## config.mk

```make
export PLATFORM = sky130hd
export DESIGN_NAME = tl_sensor_cond_flat
export DESIGN_NICKNAME = d
export VERILOG_FILES = /design/src/rtl/tl_sensor_cond_if.sv /design/src/rtl/tl_sensor_cond.sv /design/src/flat_wrapper.sv
export SDC_FILE = /design/constraint.sdc
export NUM_CORES = 1
export LEC_CHECK = 0
export ABC_AREA = 1
export BUFFER_PORTS_ARGS = -buffer_cell sky130_fd_sc_hd__buf_2
export CAP_MARGIN = 30
export CORE_MARGIN = 2
export CORE_UTILIZATION = 29
export CTS_CLUSTER_DIAMETER = 50
export CTS_CLUSTER_SIZE = 16
export DETAILED_ROUTE_END_ITERATION = 10
export GPL_TIMING_DRIVEN = 1
export PLACE_DENSITY = 0.52
export SLEW_MARGIN = 20
export SYNTH_ARGS = -nofsm -noshare
export SYNTH_HDL_FRONTEND = slang
export SYNTH_SLANG_ARGS = --single-unit
export TNS_END_PERCENT = 100
```

## constraint.sdc

```tcl
create_clock -name clk -period 1.8 [get_ports clk]
set_input_delay 0.36 -clock clk [delete_from_list [all_inputs] [get_ports clk]]
set_output_delay 0.36 -clock clk [all_outputs]
set_load 0.1 [all_outputs]
```

## src/rtl/tl_sensor_cond_if.sv

```systemverilog
// Detector inputs and conditioned traffic-present outputs of the sensor conditioner.
// master drives the raw detector lines; slave is the conditioner itself.
interface tl_sensor_cond_if;
  logic sen_a;
  logic sen_b;
  logic sen_al;
  logic sen_bl;
  logic Ta;
  logic Tb;
  logic Tal;
  logic Tbl;

  modport master (
    output sen_a, sen_b, sen_al, sen_bl,
    input  Ta, Tb, Tal, Tbl
  );

  modport slave (
    input  sen_a, sen_b, sen_al, sen_bl,
    output Ta, Tb, Tal, Tbl
  );
endinterface

```

## src/rtl/tl_sensor_cond.sv

```systemverilog
// Four independent detector conditioners: 2-flop synchronizer, debouncer and
// minimum-hold output FSM per channel, feeding the left-turn light controller.
module tl_sensor_cond #(
  parameter int unsigned DEB_CYCLES  = 4,
  parameter int unsigned HOLD_CYCLES = 8
) (
  input  logic              clk,
  input  logic              reset,
  tl_sensor_cond_if.slave   sif
);

  localparam int unsigned DCW = $clog2(DEB_CYCLES + 1);
  localparam int unsigned HCW = $clog2(HOLD_CYCLES + 1);
  localparam logic [DCW-1:0] DebLast  = DCW'(DEB_CYCLES - 1);
  localparam logic [HCW-1:0] HoldLoad = HCW'(HOLD_CYCLES - 1);

  typedef enum logic [1:0] {
    StOff  = 2'b00,
    StOn   = 2'b01,
    StHold = 2'b10
  } state_e;

  logic [3:0] raw;
  logic [3:0] t;

  assign raw = {sif.sen_bl, sif.sen_al, sif.sen_b, sif.sen_a};

  assign sif.Ta  = t[0];
  assign sif.Tb  = t[1];
  assign sif.Tal = t[2];
  assign sif.Tbl = t[3];

  for (genvar ch = 0; ch < 4; ch++) begin : g_ch
    logic           s1_q;
    logic           s2_q;
    logic           deb_q;
    logic [DCW-1:0] dcnt_q;
    state_e         state_q;
    logic [HCW-1:0] hcnt_q;
    logic           t_q;

    // Synchronizer and debouncer; any cycle of agreement restarts the count.
    always_ff @(posedge clk or posedge reset) begin
      if (reset) begin
        s1_q   <= 1'b0;
        s2_q   <= 1'b0;
        deb_q  <= 1'b0;
        dcnt_q <= '0;
      end else begin
        s1_q <= raw[ch];
        s2_q <= s1_q;
        if (s2_q == deb_q) begin
          dcnt_q <= '0;
        end else if (dcnt_q == DebLast) begin
          deb_q  <= s2_q;
          dcnt_q <= '0;
        end else begin
          dcnt_q <= dcnt_q + DCW'(1);
        end
      end
    end

    // Output FSM; t_q always tracks (state != StOff) so the output is glitch-free.
    always_ff @(posedge clk or posedge reset) begin
      if (reset) begin
        state_q <= StOff;
        hcnt_q  <= '0;
        t_q     <= 1'b0;
      end else begin
        case (state_q)
          StOff: begin
            if (deb_q) begin
              state_q <= StOn;
              t_q     <= 1'b1;
            end else begin
              t_q <= 1'b0;
            end
          end
          StOn: begin
            t_q <= 1'b1;
            if (!deb_q) begin
              state_q <= StHold;
              hcnt_q  <= HoldLoad;
            end
          end
          StHold: begin
            if (deb_q) begin
              state_q <= StOn;
              t_q     <= 1'b1;
            end else if (hcnt_q == '0) begin
              state_q <= StOff;
              t_q     <= 1'b0;
            end else begin
              hcnt_q <= hcnt_q - HCW'(1);
              t_q    <= 1'b1;
            end
          end
          default: begin
            state_q <= StOff;
            hcnt_q  <= '0;
            t_q     <= 1'b0;
          end
        endcase
      end
    end

    assign t[ch] = t_q;
  end

endmodule

```

## src/flat_wrapper.sv

```systemverilog
// flat-port wrapper written by rule: the top's interface ports become plain ports
module tl_sensor_cond_flat 
#(
  parameter int unsigned DEB_CYCLES  = 4,
  parameter int unsigned HOLD_CYCLES = 8
)
  (clk, reset, sif_sen_a, sif_sen_b, sif_sen_al, sif_sen_bl, sif_Ta, sif_Tb, sif_Tal, sif_Tbl);
  tl_sensor_cond_if sif_i ();
  input  logic clk;
  input  logic reset;
  input wire logic [$bits(sif_i.sen_a)-1:0] sif_sen_a;
  input wire logic [$bits(sif_i.sen_b)-1:0] sif_sen_b;
  input wire logic [$bits(sif_i.sen_al)-1:0] sif_sen_al;
  input wire logic [$bits(sif_i.sen_bl)-1:0] sif_sen_bl;
  output wire logic [$bits(sif_i.Ta)-1:0] sif_Ta;
  output wire logic [$bits(sif_i.Tb)-1:0] sif_Tb;
  output wire logic [$bits(sif_i.Tal)-1:0] sif_Tal;
  output wire logic [$bits(sif_i.Tbl)-1:0] sif_Tbl;
  assign sif_i.sen_a = sif_sen_a;
  assign sif_i.sen_b = sif_sen_b;
  assign sif_i.sen_al = sif_sen_al;
  assign sif_i.sen_bl = sif_sen_bl;
  assign sif_Ta = sif_i.Ta;
  assign sif_Tb = sif_i.Tb;
  assign sif_Tal = sif_i.Tal;
  assign sif_Tbl = sif_i.Tbl;
  tl_sensor_cond #(.DEB_CYCLES(DEB_CYCLES), .HOLD_CYCLES(HOLD_CYCLES)) u_core (.clk(clk), .reset(reset), .sif(sif_i));
endmodule
```

After elaboration in Yosys (flattened, before gate mapping)
Cells that the tools add are included. W data, S select, Z words.

Bits of input ports: 6. Register bits after elaboration: 52. Word-level logic and storage cells: 160.

Bitwise gates (word level): 8. Add/sub/neg operators: 8. Muxes and demuxes: 60. Reductions and logical operators: 20. Equal/unequal tests: 36.

Operator list (count): $mux W4 (12); $pmux W4 S3 (4); $mux W2 (16); $mux W3 (8); $ne A2 B2 Y1 const B (12); $pmux W2 S3 (4); $logic_not A4 Y1 (4); $reduce_and A4 Y1 (4); $sub A4 B1 Y4 const B (4); $add A3 B1 Y3 const B (4); $eq A3 B2 Y1 const B (4); $mux W1 (12); $ne A3 B1 Y1 const B (4); $pmux W1 S3 (4); $reduce_and A3 Y1 (4); $eq A2 B1 Y1 const B (4); $eq A2 B2 Y1 const B (4); $logic_not A2 Y1 (4); $ne A2 B1 Y1 const B (4); $not A1 Y1 (8); $reduce_and A2 Y1 (4); $eq A1 B1 Y1 (4).

Logic depth before layout (Yosys ltp)
Word-level depth: 4. Gate-level depth with buffers: 9. Gate-level depth less buffers: 9.

Worst setup path before layout
OpenSTA, ideal clock, no wires.

Path type: register to register. Start: reg u_core.g_ch[3].state_q[0]. End: reg u_core.g_ch[3].hcnt_q[2]. Cell stages (with the launch flop): 10. Arrival time: 1.202 ns. Setup slack: 0.476 ns. Cell sequence: dfrtp_1 -> inv_1 -> ha_1 -> buf_6 -> nand2_2 -> nand2_1 -> nor2_2 -> nand2_1 -> nand2_1 -> o21ai_1.

Longest elaborated chain between the ends: 3. Elaborated cells on any way between the ends: 9. Those cells by class: eq/ne (5); mux (1); bitwise (1); reduce/logical (2).

Ends and longest elaborated chain: start, declared (RTL line tl_sensor_cond.sv:38) `state_e state_q;`; start signal, assigned (RTL line tl_sensor_cond.sv:66) `state_q <= StOff;`; start signal, assigned (RTL line tl_sensor_cond.sv:73) `state_q <= StOn;`; start signal, assigned (RTL line tl_sensor_cond.sv:82) `state_q <= StHold;`; $eq A2 B2 Y1, or another cell as far along (RTL line tl_sensor_cond.sv:70) `case (state_q)`; $ne A2 B2 Y1 (no source line) or $not A1 Y1 (tied branches); $reduce_and A4 Y1 (no source line); end signal, assigned (RTL line tl_sensor_cond.sv:83) `hcnt_q <= HoldLoad;`; end signal, assigned (RTL line tl_sensor_cond.sv:94) `hcnt_q <= hcnt_q - HCW'(1);`; end, declared (RTL line tl_sensor_cond.sv:39) `logic [HCW-1:0] hcnt_q;`.

Parallel ways exist; a longest one is shown, timed or not. A chain may end at the register's enable or synchronous reset.

Final worst setup path
Start: reg u_core.g_ch[0].state_q[0]. End: reg u_core.g_ch[0].hcnt_q[0].

Longest elaborated chain between the ends: 3. Elaborated cells on any way between the ends: 9. Those cells by class: eq/ne (5); mux (1); bitwise (1); reduce/logical (2).

Ends and longest elaborated chain (RTL line): start, declared (tl_sensor_cond.sv:38); start signal, assigned (tl_sensor_cond.sv:66); start signal, assigned (tl_sensor_cond.sv:73); start signal, assigned (tl_sensor_cond.sv:82); $eq A2 B2 Y1, or another cell as far along (tl_sensor_cond.sv:70); $ne A2 B2 Y1 (no source line) or $not A1 Y1 (tied branches); $reduce_and A4 Y1 (no source line); end signal, assigned (tl_sensor_cond.sv:83); end signal, assigned (tl_sensor_cond.sv:94); end, declared (tl_sensor_cond.sv:39).

Parallel ways exist; a longest one is shown, timed or not.

==> reports/summary.json <==
{
  "result_of_the_run": "finished, final reports clean",
  "post-synth-top-area-cell": "dfrtp_1",
  "synth-warning-count": 0,
  "post-route-cell-area_um2": 3150,
  "period_minus_slack_ps": 1480,
  "synth_commonest_cells": "93 x nand2_1, 55 x inv_1, 52 x dfrtp_1, 30 x ha_1, 23 x nand3_1",
  "post_route_cells_drive_above_1_share_pct": 9.14,
  "drv.max_cap_violation_count": 0,
  "synthTopCellsByArea": "dfrtp_1 46%, ha_1 13%, nand2_1 12%",
  "cts_num_sinks": 52,
  "die_h_um": 103,
  "reg2regPathDepth": 9,
  "grt_overflow": 0,
  "power_frac_clock_pct": 13.4,
  "share_of_the_synthesized_area_in_the_top_cell_type_pct": 45.8,
  "synth_flop_cell": "dfrtp_1",
  "port_buffers": 9,
  "worstPathArrival_ps": 1720,
  "syn-num-nets": 380,
  "vdd_drop_max_v": 0.000441,
  "worst_path_most_repeated_cell": "nand2_1",
  "dp_hpwl_um": 3470,
  "synth.avg_cell_area_um2": 8.26,
  "rsz0062_at_grt": "no",
  "cts_inserted_buffers": 5,
  "synth_cell_type_count": 20,
  "pwr-share-comb_pct": 51.5,
  "final-setup-viol-count": 0,
  "pwr-share-seq_pct": 35.1,
  "grt_pass1_vias": 2048,
  "clk_root_buffer_cell": "clkbuf_8",
  "rr_startpoint": "u_core.g_ch[0].state_q[0]$_DFFE_PP0P_",
  "placement_rows": 36,
  "cell_internal_pwr_uw": 2730,
  "grt_max_degree": 30,
  "r2r_slack_ps": 320,
  "clock.fmax_mhz": 676,
  "cp.required_ps": 2040,
  "diodes": 0,
  "clock-skew-final_ps": 7.97,
  "multiInputGateArea_um2": 1310,
  "sw_frac_of_total_pct": 48.0,
  "post-route-drc-count": 0,
  "crit_path_leading_delay_family": "flip-flops",
  "drt_wl_total_um": 4680,
  "detailedRoute.firstIterationViolations": 98,
  "die_x_um": 103,
  "synth_edf_count": 0,
  "synthMostInstantiatedCell": "nand2_1",
  "vias": 2104,
  "critical-path-max-stage-delay_ps": 440,
  "iteration_count_of_the_initial_detailed_routing_pass": 4,
  "worstPathMaxFanout": 7,
  "net-switching-power_uw": 2520,
  "first_pass_grt_wire_length_um": 8730,
  "pwr_density_cell_nw_per_um2": 1670,
  "wl_per_cell_um": 9.47,
  "ctsHoldBuffers": 0,
  "maximum_level_of_the_cts_h_tree": 2,
  "post_cts_buffers": 0,
  "r2r-end": "u_core.g_ch[0].hcnt_q[0]$_DFFE_PP0P_",
  "mappedNetlistArea_um2": 2840,
  "postLayoutSetupSlackWorst_ps": 321,
  "initial_core_util_pct": 29.5,
  "worst_setup_path_end_kind": "flip-flop",
  "postSynth.asyncResetShare_pct": 100,
  "drtAntennaViolNets": 0,
  "cts.clk_slew.worst_paths_ps": 100,
  "report.final.hold_viol_count": 0,
  "groute.usage.overall_pct": 10.1,
  "flops_latches_synth": 52,
  "setup-tns-final_ps": 0,
  "leakagePower_uw": 0.00163,
  "dpl_worst_slack_ps": 336,
  "cp-start-kind": "flip-flop",
  "synth-seq-area-share_pct": 45.8,
  "timing.critical_path.cells": "inv_1, ha_1, nand2_1, nand2_1, nor2_1, nand2_2, inv_2, nand2_1, o21ai_1",
  "normalized_max_slew_margin_pct": 65.8,
  "die-area_um2": 10600,
  "critical-path-slowest-cell": "dfrtp_1",
  "final-seq-area_um2": 1300,
  "growth_of_design_area_from_synthesis_to_finish_pct": 11.1,
  "hold_path_class": "input pin to async pin",
  "grt_antenna_before_repair": 0,
  "number_of_filler_instances_in_the_final_layout": 1022,
  "critPathKind": "flip-flop to flip-flop",
  "post_cts_resized": 0,
  "finalWeightedCongestion": 0.776,
  "nets": 396,
  "clkLatencyLatePin_ps": 310,
  "vias_per_cell": 4.26,
  "pin_count": 10,
  "postPlaceCellArea_um2": 3060,
  "layout_worst_path_cycle_share_pct": 82.1,
  "path_buf_inv": 2,
  "max_slew.worst_pin.slew_ps": 513,
  "tritoncts": "yes",
  "finalMaxSlewViolations": 0,
  "clk_path_buf_depth": 2,
  "syn_inst": 344,
  "core_region_area_um2": 9640
}
-- final cells by class --
class                   count  area share (%)
well taps                 133            5.28
flip-flops and latches     52            41.3
clock buffers               5            2.18
inverters                  57            6.78
clock inverters             3           0.793
repair buffers             10            2.06
multi-input cells         234            41.7
-- worst register-to-register path, stage by stage (launching register included) --
cell,delay [ps]
dfrtp_1,440
inv_1,90
ha_1,280
nand2_1,120
nand2_1,50
nor2_1,110
nand2_2,90
inv_2,90
nand2_1,50
o21ai_1,70
-- worst max-delay path by stage --
stage	to	cells past startpoint	from
global route	u_core.g_ch[1].hcnt_q[3]$_DFFE_PP0P_	9	u_core.g_ch[1].state_q[0]$_DFFE_PP0P_
detailed placement	u_core.g_ch[3].hcnt_q[0]$_DFFE_PP0P_	8	u_core.g_ch[3].state_q[0]$_DFFE_PP0P_
floorplan	u_core.g_ch[0].dcnt_q[0]$_DFF_PP0_	1	reset
global placement	u_core.g_ch[3].hcnt_q[0]$_DFFE_PP0P_	8	u_core.g_ch[3].state_q[0]$_DFFE_PP0P_
CTS	u_core.g_ch[0].hcnt_q[0]$_DFFE_PP0P_	9	u_core.g_ch[0].state_q[0]$_DFFE_PP0P_
finish	u_core.g_ch[0].hcnt_q[0]$_DFFE_PP0P_	9	u_core.g_ch[0].state_q[0]$_DFFE_PP0P_
-- cell usage in the layout (no fill, tap or decap), types with 7 or more instances in the layout --
master / synthesis / routed
dfrtp_1: 52 / 52
inv_1: 55 / 54
nor2_1: 21 / 21
nand2_2: 7 / 7
buf_2: 0 / 9
nand3_1: 23 / 23
nand2_1: 93 / 93
nand4_1: 8 / 8
ha_1: 30 / 30
nor3_1: 7 / 7
o21ai_1: 8 / 8
o21ai_0: 14 / 14
a21oi_1: 10 / 10
-- cells by family (layout without fill, tap and decap cells) --
logic type               Yosys count  in the layout  synth area share (%)
flip-flops                        52             52                  45.8
buffers and inverters             58             75                  7.93
AND/OR/NAND/NOR                  164            164                  25.3
AO/OA/AOI/OAI                     36             36                  6.52
adder cells (fa/ha/maj)           30             30                  13.2
XOR/XNOR                           4              4                  1.23
-- per-stage QoR --
step	power, uW	hold slack [ps]	utilization, %	std cells
3_3_place_gp	4550	336	31.7	486
5_1_grt	5850	91.4	32.7	494
6_report	5260	63.7	32.7	494
3_5_place_dp	4590	336	31.7	486
4_1_cts	5330	73.9	32.7	494
2_1_floorplan	4070	331	-	344
-- power by group through the flow --
stage / Clock, uW / Sequential [uW] / Combinational (uW)
final: 702 / 1840 / 2710
after floorplan: 0 / 2130 / 1940
after CTS: 747 / 1850 / 2730
after global routing: 798 / 1900 / 3150
after detailed placement: 0 / 1870 / 2720
after global placement: 0 / 1860 / 2690
-- registers in the layout (all words and copies together), names as in the netlist --
register             count
u_core.g_ch.hcnt_q      16
u_core.sif.Tb            1
u_core.sif.Ta            1
u_core.sif.Tal           1
u_core.g_ch.deb_q        4
u_core.sif.Tbl           1
u_core.g_ch.s2_q         4
u_core.g_ch.state_q      8
u_core.g_ch.s1_q         4
u_core.g_ch.dcnt_q      12
-- layer usage --
metal | vias up | global-route usage (%) | share of wire (%)
met4 | 0 | 3.04 | 1.3
met5 | - | 0 | 0
met2 | 21 | 16.4 | 45
met1 | 963 | 13.4 | 50
li1 | 1113 | - | -
met3 | 7 | 2.44 | 3.0
Note: power is estimated with default switching activity, not from simulation.
